===== config.mk =====
export PLATFORM = sky130hd
export DESIGN_NAME = branch_flag_unit
export DESIGN_NICKNAME = d
export VERILOG_FILES = /design/src/rtl/branch_pkg.sv /design/src/rtl/branch_cond_eval.sv /design/src/rtl/branch_flag_unit.sv
export SDC_FILE = /design/constraint.sdc
export NUM_CORES = 1
export LEC_CHECK = 0
export CAP_MARGIN = 20
export CORE_MARGIN = 4
export CORE_UTILIZATION = 58
export CTS_BUF_LIST = sky130_fd_sc_hd__clkbuf_8
export DETAILED_ROUTE_END_ITERATION = 8
export PLACE_DENSITY = 0.95
export SLEW_MARGIN = 5
export SYNTH_ARGS = -nofsm -noshare
export SYNTH_HDL_FRONTEND = slang
export SYNTH_SLANG_ARGS = --single-unit

===== constraint.sdc =====
create_clock -name clk -period 5.95 [get_ports clk]
set_input_delay 1.19 -clock clk [delete_from_list [all_inputs] [get_ports clk]]
set_output_delay 1.19 -clock clk [all_outputs]
set_load 0.02 [all_outputs]

===== src/rtl/branch_pkg.sv =====
// Shared encodings for the branch/PC block: condition codes, run/halt state, PC step.
package branch_pkg;

    localparam logic [2:0] COND_NEVER  = 3'b000;
    localparam logic [2:0] COND_ALWAYS = 3'b001;
    localparam logic [2:0] COND_Z      = 3'b010;
    localparam logic [2:0] COND_NZ     = 3'b011;
    localparam logic [2:0] COND_S      = 3'b100;
    localparam logic [2:0] COND_POS    = 3'b101;
    localparam logic [2:0] COND_NS     = 3'b110;

    typedef enum logic {
        ST_RUN  = 1'b0,
        ST_HALT = 1'b1
    } state_e;

    localparam int unsigned PC_STEP = 4;

endpackage


===== src/rtl/branch_cond_eval.sv =====
// Combinational branch-condition decode against a {sign, zero} flag pair.
// Code 3'b111 is reserved and falls through to never-taken.
module branch_cond_eval
    import branch_pkg::*;
(
    input  logic [2:0] cond,
    input  logic       zero,
    input  logic       sign,
    output logic       cond_true
);

    always_comb begin
        cond_true = 1'b0;
        unique case (cond)
            COND_NEVER:  cond_true = 1'b0;
            COND_ALWAYS: cond_true = 1'b1;
            COND_Z:      cond_true = zero;
            COND_NZ:     cond_true = !zero;
            COND_S:      cond_true = sign;
            COND_POS:    cond_true = !sign && !zero;
            COND_NS:     cond_true = !sign;
            default:     cond_true = 1'b0;
        endcase
    end

endmodule


===== src/rtl/branch_flag_unit.sv =====
// PC register, flag latch, branch resolution and run/halt controller; all outputs registered.
// Optional macro BRANCH_FLAG_BYPASS_EN lets a same-cycle flag write feed the branch condition.
module branch_flag_unit
    import branch_pkg::*;
#(
    parameter int              ADDR_W   = 32,
    parameter logic [ADDR_W-1:0] RESET_PC = '0
) (
    input  logic              clk,
    input  logic              rst,
    input  logic              flag_we,
    input  logic              zero_in,
    input  logic              sign_in,
    input  logic              br_valid,
    input  logic [2:0]        br_cond,
    input  logic              br_abs,
    input  logic [ADDR_W-1:0] br_target,
    input  logic              halt,
    input  logic              resume,
    output logic [ADDR_W-1:0] pc,
    output logic              taken,
    output logic [1:0]        flags_q,
    output logic              halted
);

    state_e            state_q, state_d;
    logic [ADDR_W-1:0] pc_q, pc_d, pc_raw;
    logic              taken_q, taken_d;
    logic [1:0]        flags_d;
    logic              eval_zero, eval_sign, cond_true;

`ifdef BRANCH_FLAG_BYPASS_EN
    assign eval_zero = (flag_we && br_valid) ? zero_in : flags_q[0];
    assign eval_sign = (flag_we && br_valid) ? sign_in : flags_q[1];
`else
    assign eval_zero = flags_q[0];
    assign eval_sign = flags_q[1];
`endif

    branch_cond_eval u_cond (
        .cond      (br_cond),
        .zero      (eval_zero),
        .sign      (eval_sign),
        .cond_true (cond_true)
    );

    always_comb begin
        state_d = state_q;
        pc_raw  = pc_q;
        taken_d = 1'b0;
        flags_d = flags_q;
        unique case (state_q)
            ST_RUN: begin
                if (flag_we) flags_d = {sign_in, zero_in};
                // A halt freezes the PC and swallows any branch in the same cycle.
                if (halt) begin
                    state_d = ST_HALT;
                end else if (br_valid && cond_true) begin
                    taken_d = 1'b1;
                    pc_raw  = br_abs ? br_target : pc_q + br_target;
                end else begin
                    pc_raw = pc_q + ADDR_W'(PC_STEP);
                end
            end
            ST_HALT: begin
                if (resume) begin
                    state_d = ST_RUN;
                    pc_raw  = pc_q + ADDR_W'(PC_STEP);
                end
            end
            default: state_d = ST_RUN;
        endcase
        pc_d = {pc_raw[ADDR_W-1:2], 2'b00};
    end

    always_ff @(posedge clk) begin
        if (rst) begin
            state_q <= ST_RUN;
            pc_q    <= RESET_PC;
            taken_q <= 1'b0;
            flags_q <= 2'b00;
        end else begin
            state_q <= state_d;
            pc_q    <= pc_d;
            taken_q <= taken_d;
            flags_q <= flags_d;
        end
    end

    assign pc     = pc_q;
    assign taken  = taken_q;
    assign halted = (state_q == ST_HALT);

endmodule


==> results of run 1 <==
kinds of logic (layout without fill, tap and decap cells):
logic type      count (synthesis)  in the layout  synth area share, %
other cells                     1              2               0.0970
mux                            10             10                 2.62
xor+xnor                       26             26                 5.89
simple gates                  197            197                 25.4
flops                          34             34                 17.6
buf+inv                        42            100                 4.56
fa+ha+maj                      31             31                 10.2
compound gates                202            202                 33.5
Yosys cell counts (6+ instances only):
master and n:
nor3_1 18, a21oi_1 68, nand2_1 50, a31oi_1 13, mux2i_1 9, nand4_1 7, and3_1 13, xnor2_1 14
nor2b_1 6, dfxtp_1 34, a21o_1 13, nor3b_1 6, clkbuf_1 21, nand3_1 29, nor2_1 40, o21ai_0 49
xor2_1 12, o211ai_1 8, inv_1 13, ha_1 30
sequential cells by signal, summed over array words and instances, names as in the netlist:
signal	cells
flags_q	2
halted	1
pc	30
taken	1
critical path: cells and delay by family:
kind / cells / cell delay, ps
AO/OA/AOI/OAI: 6 / 1370
buffers and inverters: 2 / 770
AND/OR/NAND/NOR: 3 / 850
stage by stage:
step | hold WS, ps | power, mW | setup WS [ps] | util, %
6_report | 566 | 0.716 | 1980 | 73.3
5_1_grt | 597 | 0.755 | 1730 | 73.3
4_1_cts | 561 | 0.713 | 2000 | 73.3
3_5_place_dp | 547 | 0.534 | 1700 | 71.9
3_3_place_gp | 532 | 0.523 | 1790 | 71.9
2_1_floorplan | 507 | 0.437 | 2510 | -
area by class of cell:
| cell class | instances | area [sq um] | share of cell area (%) |
|---|---|---|---|
| clock inverter | 2 | 8.76 | 0.186 |
| multi-input combinational | 468 | 3020 | 64.1 |
| clock buffer | 6 | 82.6 | 1.75 |
| sequential | 34 | 681 | 14.4 |
| tap | 77 | 96.3 | 2.05 |
| inverter | 13 | 48.8 | 1.04 |
| timing repair buffer | 79 | 776 | 16.5 |
report_power, final:
part / internal (mW) / leakage (nW) / switching [mW]
Combinational: 0.120 / 1.53 / 0.156
Sequential: 0.239 / 0.277 / 0.0207
Clock: 0.0918 / 0.0524 / 0.0898
cell usage in the layout (no fill, tap or decap), drive strengths merged, types with 3 or more instances in the layout:
| cell | instances |
|---|---|
| a211oi | 5 |
| a21o | 13 |
| a21oi | 68 |
| a221oi | 3 |
| a22oi | 3 |
| a31oi | 15 |
| and2 | 5 |
| and3 | 13 |
| buf | 5 |
| clkbuf | 6 |
| clkdlybuf4s50 | 74 |
| dfxtp | 34 |
| ha | 30 |
| inv | 14 |
| mux2i | 9 |
| nand2 | 50 |
| nand2b | 5 |
| nand3 | 29 |
| nand4 | 7 |
| nor2 | 40 |
| nor2b | 7 |
| nor3 | 19 |
| nor3b | 6 |
| nor4 | 3 |
| o211a | 4 |
| o211ai | 8 |
| o21a | 4 |
| o21ai | 55 |
| o21bai | 4 |
| o31ai | 7 |
| o32ai | 4 |
| or3 | 4 |
| xnor2 | 14 |
| xor2 | 12 |
how the worst max path moves through the flow:
stage,end,cells after the start
floorplan,pc[24],12
global placement,pc[24],13
detailed placement,pc[24],13
CTS,pc[24],13
global route,pc[28],11
finish,pc[28],11
routing by layer:
metal,vias to the layer above,global-route usage (%)
li1,2141,-
met4,0,10.8
met2,252,52.5
met3,37,3.19
met5,-,0
met1,1996,37.6
==> results by group, run 1 <==
STA
  • Slew Limit Fails: 0
  • Final Hold Fails: 0
  • Crit path time final: 3970 ps
  • Max-Slew Margin vs Limit: 37.8%
  • Worst-margin pin slew: 934 ps
  • Final period util: 66.7%
  • Setup TNS: 0 ps
  • Setup violators final: 0
  • F_max: 252 MHz
  • Clock skew: 1.65 ps
  • RSZ-0062 raised after global routing: no

Critical path
  • Worst R2R Path Depth: 12
  • CP Max Fanout: 22
  • Worst path required time: 6170 ps
  • Start of the worst register-to-register path: pc[2]
  • CP Data Arrival Time: 4190 ps
  • Worst reg2reg setup slack: 2950 ps
  • Critical Path Source: br_cond[2]
  • Max incr delay on CP: 640 ps
  • Worst R2R End: pc[28]
  • CP dominant cell by count: a21oi_1
  • Critical path's slowest cell: o311ai_2
  • Crit path launch type: input port
  • Critical path class: in2reg
  • Worst-path cell chain: clkdlybuf4s50_1 > nand2_1 > o211a_1 > o311ai_2 > a21oi_1 > buf_4 > nor2_1 > nand4_1 > o21ai_1 > a31oi_1 > a21oi_1
  • Worst Setup End Kind: flop

Global routing
  • Pin count of the biggest net entering global routing: 51
  • Vias in the first global route: 4,222
  • GRT Total Usage: 29.9%
  • Initial antenna violation count: 0
  • First-pass GRT wire length: 19.3 mm
  • Aggregate global routing overflow: 0

Power and ir drop
  • Pwr/cell area: 152 nW/um^2
  • Worst VDD drop: 0.0000745 V
  • Leakage: 1.86 nW

Route
  • Top sig layer: met4
  • Via count: 4,426
  • DR WL met2: 5.67 mm
  • DRC errors left: 0
  • Antenna viol nets, final: 0
  • 1st-iter DRT viols: 285
  • DR WL/cell: 17.2 microns
  • Via density: 6.52
  • Total Wirelength: 11.7 mm
  • Met1 Wirelength: 4.65 mm
  • DR WL met3: 1.05 mm
  • Pre-Repair DR Iteration Count: 5

Floorplan
  • DIE WIDTH: 89.6 microns
  • Rows: 29
  • Die height: 89.6 microns
  • Core box area: 6420 sq um
  • Die Area: 8030 sq um
  • Initial Utilization: 60.2%
  • I/O pin count: 80

Flow run
  • Max Cap Viol: 0

Synth
  • Post-synth top area cell: dfxtp_1
  • Yosys top cell area share: 17.6%
  • Seq cells post-synth: 34
  • Sequential area share after synthesis: 17.6%
  • Distinct cells, synth: 60
  • Ys async rst share: 0%
  • Top FF cell, synth: dfxtp_1
  • Post-synthesis cell area: 3860 sq um
  • Cells after synthesis: 543
  • Ys Warns: 0
  • Avg Inst Size Synth: 7.12 sq um
  • Area contributors post-synth: dfxtp_1 18%, ha_1 9.7%, a21oi_1 8.8%
  • EDFF count, synth: 0

Clock tree
  • CTS Sinks: 34
  • Post-CTS Setup Repair Bufs: 0
  • CTS Root Cell: clkbuf_8
  • H-tree Lvls: 2
  • Clock latency at the later pin of the worst-skew pair: 290 ps
  • Post-CTS sizing: 0
  • CTS clk-pin slew, worst paths: 70 ps
  • Clk buf depth: 2
  • TritonCTS clock tree: yes
  • CTS Buf Count: 5
  • Hold-fix buffers at CTS: 0

Cells and area
  • Layout Cells excl Fill: 679
  • # diodes: 0
  • Layout cells sized above 1: 3.82%
  • Design Area, Final: 4710 sq um
  • Nets: 676
  • P&R area growth vs syn: 21.9%
  • Fill count: 511

Outcome
  • Run status: complete, no violations

Placement
  • Dpl cells: 671
  • Dpl hpwl: 8.59 mm
  • Port Buffers: 75
  • Dpl cell area: 4620 sq um
  • Gpl congestion: 0.915

Hold path
  • WHS Endpoint: pc[2]
  • Hold Crit Depth: 2
  • Hold Path Class: reg2reg
  • Worst hold start: pc[2]
Power figures use the tool's default switching activity.
==> run 2: changes to the inputs <==
- CORE_UTILIZATION: 58 -> 49
- PLACE_DENSITY: 0.95 -> 0.9
- clock period: 5.95 -> 3.25 ns (I/O delays scaled with it)
==> run 2 against run 1 <==
Clock skew increased by 7.6 ps. Sequential share of layout area fell by 1.4 points. Non-clock buffer count increased by 54. Routed wire length increased by 9.6%. Critical endpoint unchanged.
==> results by group, run 2 (synthesis gave the netlist of run 1 again) <==
Outcome
  • Run status: complete, no violations (unchanged)

Floorplan
  • I/O pin count: 80 (unchanged)
  • Initial Utilization: 50.3% (was 60.2%)
  • Die Area: 9370 sq um (was 8030 sq um)
  • DIE WIDTH: 96.8 microns (was 89.6 microns)
  • Rows: 32 (was 29)
  • Core box area: 7690 sq um (was 6420 sq um)
  • Die height: 96.8 microns (was 89.6 microns)

STA
  • Slew Limit Fails: 0 (unchanged)
  • Final period util: 96.5%
  • Setup ws final: 113 ps (was 1980 ps)
  • Max-Slew Margin vs Limit: 64.0% (was 37.8%)
  • F_max: 319 MHz
  • Worst-margin pin slew: 536 ps (was 934 ps)
  • Clock skew: 9.26 ps (was 1.65 ps)
  • Setup violators final: 0 (unchanged)
  • Crit path time final: 3140 ps
  • RSZ-0062 raised after global routing: no (unchanged)
  • Final Hold Fails: 0 (unchanged)

Placement
  • Gpl congestion: 1.02 (was 0.915)
  • Port Buffers: 75 (unchanged)
  • Worst slack at placement: -324 ps (was 1700 ps)
  • Dpl cells: 746 (was 671)
  • Dpl hpwl: 9.80 mm (was 8.59 mm)

Cells and area
  • Commonest non-fill, non-tap cell in the layout: clkdlybuf4s50_1 (unchanged)
  • P&R area growth vs syn: 34.8% (was 21.9%)
  • Layout cells sized above 1: 12.3% (was 3.82%)
  • Fill count: 618 (was 511)
  • Layout Cells excl Fill: 758 (was 679)
  • Max reg flops: 30 (unchanged)
  • # diodes: 0 (unchanged)
  • Nets: 730 (was 676)
  • Most frequent cells in the layout: 73 x clkdlybuf4s50_1, 68 x a21oi_1, 58 x buf_4 (was 74 x clkdlybuf4s50_1, 68 x a21oi_1, 50 x nand2_1)

Route
  • Pre-Repair DR Iteration Count: 6 (was 5)
  • DRC errors left: 0 (unchanged)
  • Antenna viol nets, final: 0 (unchanged)
  • Total Wirelength: 12.8 mm (was 11.7 mm)
  • DR WL/cell: 16.9 microns (was 17.2 microns)
  • Via density: 6.20 (was 6.52)
  • Via count: 4,697 (was 4,426)
  • 1st-iter DRT viols: 401 (was 285)

Critical path
  • Worst-path cell chain: clkdlybuf4s50_1 > ha_1 > nor2b_4 > o31ai_4 > a31oi_4 > a221oi_4 > o21ai_2 > a41o_1 > a31oi_1 > mux2i_1 > a21oi_1 (was clkdlybuf4s50_1 > nand2_1 > o211a_1 > o311ai_2 > a21oi_1 > buf_4 > nor2_1 > nand4_1 > o21ai_1 > a31oi_1 > a21oi_1)
  • Critical path class: in2reg (unchanged)
  • Start of the worst register-to-register path: pc[2] (unchanged)
  • Critical path's slowest cell: clkdlybuf4s50_1 (was o311ai_2)
  • Worst path required time: 3430 ps (was 6170 ps)
  • CP Max Fanout: 3 (was 22)
  • Max incr delay on CP: 460 ps (was 640 ps)
  • Worst R2R Path Depth: 14 (was 12)
  • Worst Setup End Kind: flop (unchanged)
  • Worst reg2reg setup slack: 330 ps (was 2950 ps)
  • Crit path launch type: input port (unchanged)
  • Worst R2R End: pc[16] (was pc[28])
  • CP Data Arrival Time: 3310 ps (was 4190 ps)

Clock tree
  • CTS Root Cell: clkbuf_8 (unchanged)
  • TritonCTS clock tree: yes (unchanged)
  • Clock latency at the later pin of the worst-skew pair: 300 ps (was 290 ps)
  • CTS clk-pin slew, worst paths: 80 ps (was 70 ps)
  • H-tree Lvls: 2 (unchanged)
  • CTS Sinks: 34 (unchanged)
  • CTS Buf Count: 5 (unchanged)
  • Clk buf depth: 2 (unchanged)
  • Hold-fix buffers at CTS: 0 (unchanged)

Hold path
  • Hold Crit Depth: 2 (unchanged)
  • Worst hold start: pc[23] (was pc[2])
  • Hold Path Class: reg2reg (unchanged)
  • WHS Endpoint: pc[23] (was pc[2])

Global routing
  • GRT Total Usage: 26.4% (was 29.9%)
  • Aggregate global routing overflow: 0 (unchanged)
  • First-pass GRT wire length: 21.1 mm (was 19.3 mm)
  • Pin count of the biggest net entering global routing: 35 (was 51)
  • Vias in the first global route: 4,472 (was 4,222)
  • Initial antenna violation count: 0 (unchanged)

Power and ir drop
  • Pwr/cell area: 298 nW/um^2 (was 152 nW/um^2)
  • Leakage: 2.15 nW (was 1.86 nW)
  • Worst VDD drop: 0.000162 V (was 0.0000745 V)

Flow run
  • Max Cap Viol: 0 (unchanged)
run 2: cell types whose count changed in the layout (fill, tap and decap cells not counted), sizes merged:
| cell | change |
|---|---|
| buf | +54 |
| bufinv | +2 |
| clkdlybuf4s50 | -1 |
| clkinv | -1 |
| dlymetal6s2s | +1 |
| inv | -1 |
run 2: per-layer routing:
layer  vias up  GRT usage (%)  routed length (microns)
met2       264           44.4                     6200
li1       2253              -                        -
met3        33           2.74                     1050
met4         0           10.7                      308
met5         -              0                        0
met1      2147           34.4                     5270
run 2: worst max path at each step:
stage / cells after the start / endpoint / slack [ps] / start
floorplan: 12 / pc[24] / 350 / br_target[2]
global placement: 13 / pc[30] / -260 / br_target[2]
detailed placement: 13 / pc[24] / -320 / br_target[2]
CTS: 13 / pc[24] / 10 / br_target[2]
global route: 10 / pc[31] / 3 / br_target[20]
finish: 11 / pc[28] / 110 / br_target[4]
run 2: critical path, delay by kind of cell:
kind	cells	cell delay, ps
AOI/OAI and AO/OA	7	1470
adders and majority gates	1	350
buffers and inverters	1	460
and+or+nand+nor	1	150
muxes	1	240
run 2: repair_timing:
item | CTS | global route
endpoints found under the setup margin | 1 | 9
cloned | 0 | 0
buffers inserted | 1 | 3
resized for setup | 0 | 5
pin swaps | 1 | 8
run 2: stage by stage:
stage	hold WS (ps)	TNS (ps)	util, %	instance area (sq um)	total power [mW]
after global placement	537	-1140	65.4	5030	1.01
after global routing	606	0	67.8	5210	1.62
final	557	0	67.8	5210	1.55
after floorplan	507	0	-	3870	0.800
after CTS	558	0	67.3	5180	1.54
after detailed placement	548	-1730	65.4	5030	1.03
run 2: report_power, final:
group          leakage [nW]  internal (mW)  switching, mW
Clock                0.0714          0.328          0.187
Combinational          1.80          0.263          0.301
Sequential            0.277          0.437         0.0363
Total                  2.15           1.03          0.525
run 2: area by class of cell:
class | count | area, sq um | share of cell area (%)
multi-input cells | 468 | 3030 | 58.1
repair buffers | 133 | 1180 | 22.7
flip-flops and latches | 34 | 681 | 13.1
well taps | 102 | 128 | 2.45
clock buffers | 6 | 82.6 | 1.59
clock inverters | 2 | 60.1 | 1.15
inverters | 13 | 48.8 | 0.937
==> run 3: changes to the inputs <==
- CELL_PAD_IN_SITES_DETAIL_PLACEMENT: unset -> 0
- CELL_PAD_IN_SITES_GLOBAL_PLACEMENT: unset -> 1
- CORE_UTILIZATION: 49 -> 35
==> run 3 against run 2 <==
Sequential power about the same. Largest power group unchanged. Fmax decreased by 0.54%. Register-to-register slack about the same. Clock power decreased by 29%. Die area increased by 36%.
==> results by group, run 3 (synthesis gave the netlist of run 1 again) <==
STA
  • Setup violators final: 0 (unchanged)
  • Slew Limit Fails: 0 (unchanged)
  • Final period util: 97.1% (was 96.5%)
  • Setup TNS: 0 ps (unchanged)
  • F_max: 317 MHz (was 319 MHz)
  • Final Hold Fails: 0 (unchanged)
  • Clock skew: 7.50 ps (was 9.26 ps)
  • Crit path time final: 3150 ps (was 3140 ps)
  • Max-Slew Margin vs Limit: 33.5% (was 64.0%)
  • RSZ-0062 raised after global routing: no (unchanged)
  • Worst-margin pin slew: 998 ps (was 536 ps)

Global routing
  • Pin count of the biggest net entering global routing: 51 (was 35)
  • Aggregate global routing overflow: 0 (unchanged)
  • Initial antenna violation count: 0 (unchanged)
  • Vias in the first global route: 4,477 (was 4,472)
  • First-pass GRT wire length: 21.7 mm (was 21.1 mm)
  • GRT Total Usage: 20.6% (was 26.4%)

Critical path
  • Worst Setup End Kind: flop (unchanged)
  • Critical path class: in2reg (unchanged)
  • Worst-path cell chain: clkdlybuf4s50_1 > ha_4 > nor2b_4 > o31ai_4 > a31oi_4 > a221oi_4 > o21ai_2 > a221o_2 > o31ai_4 > xor2_1 > o22ai_1 (was clkdlybuf4s50_1 > ha_1 > nor2b_4 > o31ai_4 > a31oi_4 > a221oi_4 > o21ai_2 > a41o_1 > a31oi_1 > mux2i_1 > a21oi_1)
  • Worst reg2reg setup slack: 340 ps (was 330 ps)
  • CP Data Arrival Time: 3340 ps (was 3310 ps)
  • Crit path launch type: input port (unchanged)
  • CP Max Fanout: 3 (unchanged)
  • WP buf/inv: 1 (unchanged)
  • CP dominant cell by count: o31ai_4
  • Critical path's slowest cell: clkdlybuf4s50_1 (unchanged)
  • Max incr delay on CP: 530 ps (was 460 ps)
  • Worst path required time: 3440 ps (was 3430 ps)
  • Delay-heaviest family, CP: compound AO/OA/AOI/OAI gates (unchanged)

Power and ir drop
  • Leakage: 2.10 nW (was 2.15 nW)
  • Net Sw Power: 0.533 mW (was 0.525 mW)
  • Clock Power Share: 26.0% (was 33.2%)
  • Seq pwr share: 33.8% (was 30.5%)
  • Worst VDD drop: 0.000177 V (was 0.000162 V)
  • Sw frac: 38.2% (was 33.8%)
  • Combinational share of power: 40.2% (was 36.3%)
  • Pint: 0.863 mW (was 1.03 mW)
  • Pwr/cell area: 269 nW/um^2 (was 298 nW/um^2)

Clock tree
  • TritonCTS clock tree: yes (unchanged)
  • Clock latency at the later pin of the worst-skew pair: 320 ps (was 300 ps)
  • H-tree Lvls: 2 (unchanged)
  • CTS clk-pin slew, worst paths: 80 ps (about the same)
  • Hold-fix buffers at CTS: 0 (unchanged)
  • CTS Sinks: 34 (unchanged)
  • CTS Buf Count: 5 (unchanged)
  • CTS Root Cell: clkbuf_8 (unchanged)
  • Clk buf depth: 2 (unchanged)

Floorplan
  • Core box area: 10,800 sq um (was 7690 sq um)
  • Initial Utilization: 35.7% (was 50.3%)
  • Rows: 38 (was 32)
  • DIE WIDTH: 113 microns (was 96.8 microns)
  • Die height: 113 microns (was 96.8 microns)
  • I/O pin count: 80 (unchanged)
  • Die Area: 12,800 sq um (was 9370 sq um)

Cells and area
  • P&R area growth vs syn: 34.6% (was 34.8%)
  • Design Area, Final: 5200 sq um (was 5210 sq um)
  • Most frequent cells in the layout: 73 x clkdlybuf4s50_1, 68 x a21oi_1, 50 x nand2_1, 50 x buf_4, 46 x o21ai_0 (was 73 x clkdlybuf4s50_1, 68 x a21oi_1, 58 x buf_4)
  • # diodes: 0 (unchanged)
  • Max reg flops: 30 (unchanged)
  • Nets: 723 (was 730)
  • Layout cells sized above 1: 12.0% (was 12.3%)
  • Commonest non-fill, non-tap cell in the layout: clkdlybuf4s50_1 (unchanged)
  • Fill count: 1,110 (was 618)

Route
  • DR WL met2: 6.19 mm (was 6.20 mm)
  • DR WL met3: 923 microns (was 1.05 mm)
  • Via density: 5.86 (was 6.20)
  • Via count: 4,623 (was 4,697)
  • Top sig layer: met4 (unchanged)
  • Antenna viol nets, final: 0 (unchanged)
  • Pre-Repair DR Iteration Count: 5 (was 6)
  • DRC errors left: 0 (unchanged)
  • DR WL/cell: 16.8 microns (was 16.9 microns)
  • 1st-iter DRT viols: 385 (was 401)
  • Met1 Wirelength: 5.81 mm (was 5.27 mm)
  • Total Wirelength: 13.2 mm (was 12.8 mm)

Hold path
  • Hold Path Class: reg2reg (unchanged)

Flow run
  • Max Cap Viol: 0 (unchanged)

Outcome
  • Run status: complete, no violations (unchanged)

Placement
  • Dpl cell area: 5040 sq um (was 5030 sq um)
  • Port Buffers: 75 (unchanged)
  • Gpl congestion: 0.922 (was 1.02)
  • Dpl hpwl: 9.52 mm (was 9.80 mm)
## run 3: changes by cell type in the layout (fill, tap and decap cells not counted), moves of 2 or more
cell,previous run,this run
buf_4,58,50
a31oi_1,13,11
bufinv_16,2,0
ha_1,30,28
## run 3: area by class of cell
class	instances	area [sq um]	share of cell area (%)
Clock buffer	6	82.6	1.59
Clock inverter	2	8.76	0.168
Inverter	13	48.8	0.938
Multi-Input combinational cell	468	3060	58.9
Sequential cell	34	681	13.1
Tap cell	140	175	3.37
Timing Repair Buffer	126	1140	22.0
## run 3: per-stage QoR
stage	hold WS, ps	setup WS, ps	util [%]	total power [mW]	cells
global route	596	5.98	48.0	1.48	789
global placement	538	-284	46.5	1.01	778
detailed placement	542	-300	46.5	1.03	778
finish	550	95.8	48.0	1.40	789
CTS	554	29.2	47.3	1.39	786
floorplan	507	349	-	0.800	544
## run 3: final timing paths
kind	start	to	cells past startpoint
worst max-delay path	br_target[4]	pc[24]	11
worst min register to register	pc[25]	pc[25]	2
worst min-delay path	pc[25]	pc[25]	2
worst max register to register	pc[2]	pc[16]	14
## run 3: timing repair
item                       4_1_cts  5_1_grt
setup endpoints to repair        0        9
gates resized for setup          0       12
buffers inserted                 0        3
## run 3: power by group through the flow
stage / logic (mW) / registers (mW) / clock network (mW)
detailed placement: 0.544 / 0.481 / 0
floorplan: 0.305 / 0.494 / 0
CTS: 0.547 / 0.471 / 0.373
global route: 0.613 / 0.476 / 0.395
global placement: 0.534 / 0.479 / 0
finish: 0.561 / 0.472 / 0.364
## run 3: metal layers
metal	vias up	GRT usage, %
li1	2234	-
met1	2193	26.1
met2	167	33.8
met3	29	5.45
met4	0	7.45
met5	-	0
## run 3: worst register-to-register path: cells and delay by family (launching register included)
family / cells / cell delay (ps)
adders and majority gates: 2 / 680
buffers and inverters: 3 / 330
DFF: 1 / 490
xor gates and xnor gates: 1 / 140
AOI/OAI and AO/OA: 7 / 1000
and+or+nand+nor: 1 / 170
